$ cat config.mk
export PLATFORM = sky130hd
export DESIGN_NAME = riscv_alu
export DESIGN_NICKNAME = d
export VERILOG_FILES = /design/src/rtl/riscv_alu.sv
export SDC_FILE = /design/constraint.sdc
export NUM_CORES = 1
export LEC_CHECK = 0
export CAP_MARGIN = 20
export CORE_UTILIZATION = 30
export DETAILED_ROUTE_END_ITERATION = 16
export GPL_ROUTABILITY_DRIVEN = 0
export PLACE_DENSITY = 0.53
export RECOVER_POWER = 100
export SETUP_SLACK_MARGIN = 0.02
export SYNTH_ARGS = -nofsm -noshare
export SYNTH_HDL_FRONTEND = slang
export SYNTH_SLANG_ARGS = --single-unit
$ cat constraint.sdc
create_clock -name clk -period 6.02 [get_ports clk]
set_input_delay 1.204 -clock clk [delete_from_list [all_inputs] [get_ports clk]]
set_output_delay 1.204 -clock clk [all_outputs]
set_load 0.02 [all_outputs]
$ cat src/rtl/riscv_alu.sv
// riscv_alu: 32-bit integer ALU for the RISC-V datapath.
// The operation is combinational and both outputs are registered, so results
// appear one cycle after their operands. zero_bit drives the BEQ/BNE branch
// decision and is registered from the same value as result, so the two always agree.
module riscv_alu #(
  parameter int WIDTH = 32
) (
  input  logic [WIDTH-1:0] read_data1,
  input  logic [WIDTH-1:0] read_data2,
  input  logic [3:0]       control_signal,
  input  logic             clk,
  output logic [WIDTH-1:0] result,
  output logic             zero_bit,
  input  logic             reset
);

  localparam int SHAMT_W = $clog2(WIDTH);

  // These encodings come from the ALU control unit.
  typedef enum logic [3:0] {
    OP_AND  = 4'b0000,
    OP_OR   = 4'b0001,
    OP_ADD  = 4'b0010,
    OP_SRL  = 4'b0011,
    OP_XOR  = 4'b0100,
    OP_SLT  = 4'b0101,
    OP_SUB  = 4'b0110,
    OP_SLTU = 4'b0111,
    OP_SLL  = 4'b1000,
    OP_SRA  = 4'b1001,
    OP_NOR  = 4'b1100
  } alu_op_e;

  logic [WIDTH-1:0]   w_alu;
  logic [SHAMT_W-1:0] w_shamt;
  logic [WIDTH-1:0]   r_result;
  logic               r_zero;

  // Shifts use only the low log2(WIDTH) bits of operand B. Higher bits are ignored.
  assign w_shamt = read_data2[SHAMT_W-1:0];

  // Compute the operation selected by control_signal.
  always_comb begin
    // NOTE: assigning a default first means every path writes w_alu, so no latch is inferred.
    w_alu = '0;
    case (control_signal)
      OP_AND:  w_alu = read_data1 & read_data2;
      OP_OR:   w_alu = read_data1 | read_data2;
      OP_ADD:  w_alu = read_data1 + read_data2;
      OP_SRL:  w_alu = read_data1 >> w_shamt;
      OP_XOR:  w_alu = read_data1 ^ read_data2;
      OP_SLT:  w_alu = {{(WIDTH-1){1'b0}}, ($signed(read_data1) < $signed(read_data2))};
      OP_SUB:  w_alu = read_data1 - read_data2;
      OP_SLTU: w_alu = {{(WIDTH-1){1'b0}}, (read_data1 < read_data2)};
      OP_SLL:  w_alu = read_data1 << w_shamt;
      OP_SRA:  w_alu = WIDTH'($signed(read_data1) >>> w_shamt);
      OP_NOR:  w_alu = ~(read_data1 | read_data2);
      default: w_alu = '0;
    endcase
  end

  // Register the result and its zero flag. Synchronous reset has priority.
  always_ff @(posedge clk) begin
    // NOTE: use non-blocking assignments for state so every register samples the pre-edge values.
    if (reset) begin
      r_result <= '0;
      r_zero   <= 1'b1;
    end else begin
      r_result <= w_alu;
      r_zero   <= (w_alu == '0);
    end
  end

  assign result   = r_result;
  assign zero_bit = r_zero;

endmodule

==> results by group <==
CTS
  – Clock root buffer: clkbuf_16
  – # resized after CTS: 0
  – TritonCTS clock tree: built
  – Worst-path clk slew: approximately 0.060 ns
  – Post-CTS Hold Fix Bufs: 0
  – H-tree Lvls: 2
  – Setup Buffers After CTS: 0
  – TritonCTS Buffers: 5
  – CTS Sinks: 33
  – Max Root-Sink Buffers: 2

Cells and area
  – Share of cells above drive strength 1: 11.4%
  – Nets: 1796
  – Fillers: roughly 3.9k
  – Most frequent cells in the layout: nor2_1 (177), nand2_1 (125), a21oi_1 (122)
  – Commonest non-fill, non-tap cell in the layout: nor2_1
  – Ant. Diodes: 0
  – Register area: ~660 sq um
  – Area grow syn2layout: 15.7%
  – Multi-input logic area: approximately 9500 sq um

GRT
  – Largest net degree at the start of global routing: 65
  – Initial antenna violation count: 0
  – Congestion Overflow GR: 0
  – GRT Total Usage: between 20% and 30%
  – Number of global-route vias before repair: ~13k
  – First-pass GRT wire length: roughly 80 mm

Timing
  – Post-route clock period utilization: roughly 95%
  – Fmax achieved: 0.176 GHz
  – Setup TNS: 0 ns
  – Slew Viols, Final: 0
  – Slew headroom: 27.6%
  – WHS: 1.65 ns
  – Hold Fails Final Rpt: 0
  – Minimum clock period: roughly 5.7 ns
  – Unrepaired setup endpoints after global routing: false
  – Slew @ Worst Pin: 1.08 ns
  – Final setup violation count: 0

Worst hold path
  – Hold_sp: read_data2[2]
  – Worst Hold Class: in2reg

Floorplan
  – Die span in y: 194 um
  – Die area: approximately 38000 sq um
  – Core area: around 36000 sq um
  – IO Count: between 100 and 150
  – Row count: ~70
  – Initial cell density of the core: a little under a third
  – Die Width: 194 um

Synthesis
  – Seq/Total Area, Yosys: between 5 and 6%
  – Post-Synth XOR/XNOR Area: under 10%
  – Ys flop type: dfxtp_1
  – Syn Nets: between 1.5k and 2k
  – Mapped Area: roughly 11000 sq um
  – Post-Synth Adder-Cell Area: 11.7%
  – Cells after Synth: around 1.6k
  – Multiplexer share of the synthesized area: about 18%
  – Syn Area/Cell: between 7 and 8 sq um
  – Largest family of logic cells by synthesized area: compound AO/OA/AOI/OAI gates
  – Synth Area in Simple Gates: between 20 and 25%
  – Synth warn: 0
  – Asr flop ratio synth: 0%
  – Yosys cell types: 93
  – Complex-gate fraction of the synthesized area: 33.1%
  – Yosys reg bits: 33
  – EDFF count, synth: 0

Setup path
  – CP Class: in2reg
  – Most used cell, CP: and4_1
  – Type of origin of the critical path: primary input
  – CP Data Required Time: 6.26 ns
  – Critical path cell sequence: dlygate4sd3_1, inv_1, ha_1, nor2_1, o311ai_0, a21oi_1, buf_4, a211oi_1, xnor2_1, a211oi_1, clkbuf_1, and4_1, and4_1, and4_1, a41o_1
  – Crit. End Element: flip-flop
  – Crit-path max FO: 8
  – CP max stage cell: o311ai_0
  – CP Launch Point: read_data1[1]
  – Worst Path Arrival: around 5.9 ns
  – Delay of the slowest critical-path stage: around 0.74 ns

Detailed routing
  – DRC: 0
  – DR iter-0 viols: ~2.2k
  – Drt via density: roughly 6.6
  – Post-Route WL: between 50 and 60 mm
  – Post-DR wirelength/cell: between 20 and 30 um
  – Initial DRT Pass Iterations: 8
  – Vias: roughly 14k
  – Post-route ant nets: 0

Placed design
  – Post-DP HPWL: approximately 43 mm
  – Input/output buffers: ~100

Run
  – Number of max-cap violations: 0

Power
  – Tot Pwr: approximately 1.7 mW
  – Worst VDD drop: just under 0.1 mV
  – Static leakage: ~5.3 nW
  – Power density over the cells: 131 nW/um^2

Status
  – Status: complete, no violations
## critical path, delay by kind of cell
| kind | cells | cell delay [ns] |
|---|---|---|
| compound gates | 5 | 1.80 |
| simple gates | 4 | 0.97 |
| fa+ha+maj | 1 | 0.37 |
| xor+xnor | 1 | 0.19 |
| buf+inv | 4 | 1.36 |
## report_power, final
part / switching [mW] / internal [mW] / leakage (nW)
Combinational: 0.731 / 0.427 / 5.00
Clock: 0.120 / 0.152 / 0.0696
Sequential: 0.00439 / 0.239 / 0.273
## cell usage after synthesis, types with 20 or more instances
cell      number  area, sq um
nor2_1       177          664
nand2_1      125          469
a21oi_1      122          611
ha_1         100         1250
inv_1         94          353
o21ai_0       81          405
mux2i_1       78          781
clkbuf_1      74          278
nor3_1        42          210
mux2_2        39          439
nand3_1       36          180
o211ai_1      35          263
dfxtp_1       33          661
mux4_2        33          743
a211oi_1      24          180
buf_2         24          120
nor2b_1       23          144
a21o_1        20          150
a22oi_1       20          150
a31oi_1       20          125
## final timing paths
check | end | slack (ns) | depth (start not counted)
worst min-delay path | result[2] | 1.65 | 7
worst max-delay path | zero_bit | 0.33 | 15
## metal layers
layer  vias up  wire, um  track usage (%)
met5         -         0                0
met4         0      3340             15.7
met3       201      6270             5.08
met2      1063     23300             42.3
met1      6514     21800             37.1
li1       5994         -                -
## logic make-up (layout without fill, tap and decap cells)
kind of cell	count (synthesis)	in the layout
compound gates	529	529
xor+xnor	14	14
fa+ha+maj	102	102
buf+inv	222	287
flops	33	33
mux	150	150
simple gates	510	510
## cell type report
| type | count | area share, % |
|---|---|---|
| clock buffers | 5 | 0.977 |
| clock inverters | 3 | 0.137 |
| inverters | 98 | 2.87 |
| multi-input cells | 1305 | 73.9 |
| flip-flops and latches | 33 | 5.16 |
| well taps | 461 | 4.50 |
| repair buffers | 181 | 12.4 |
## through the flow
| stage | instance area, sq um | cells | setup slack (ns) | utilization [%] |
|---|---|---|---|---|
| after detailed placement | 12700 | 2078 | 0.575 | 35.3 |
| after global routing | 12800 | 2086 | 0.261 | 35.7 |
| after floorplan | 11100 | 1560 | 0.993 | - |
| final | 12800 | 2086 | 0.330 | 35.7 |
| after CTS | 12800 | 2086 | 0.845 | 35.7 |
| after global placement | 12700 | 2078 | 0.648 | 35.3 |
## state kept, by name, indices dropped and copies added (netlist names)
name,flops
result,32
zero_bit,1
No activity file was read; power rests on OpenSTA's default activity.
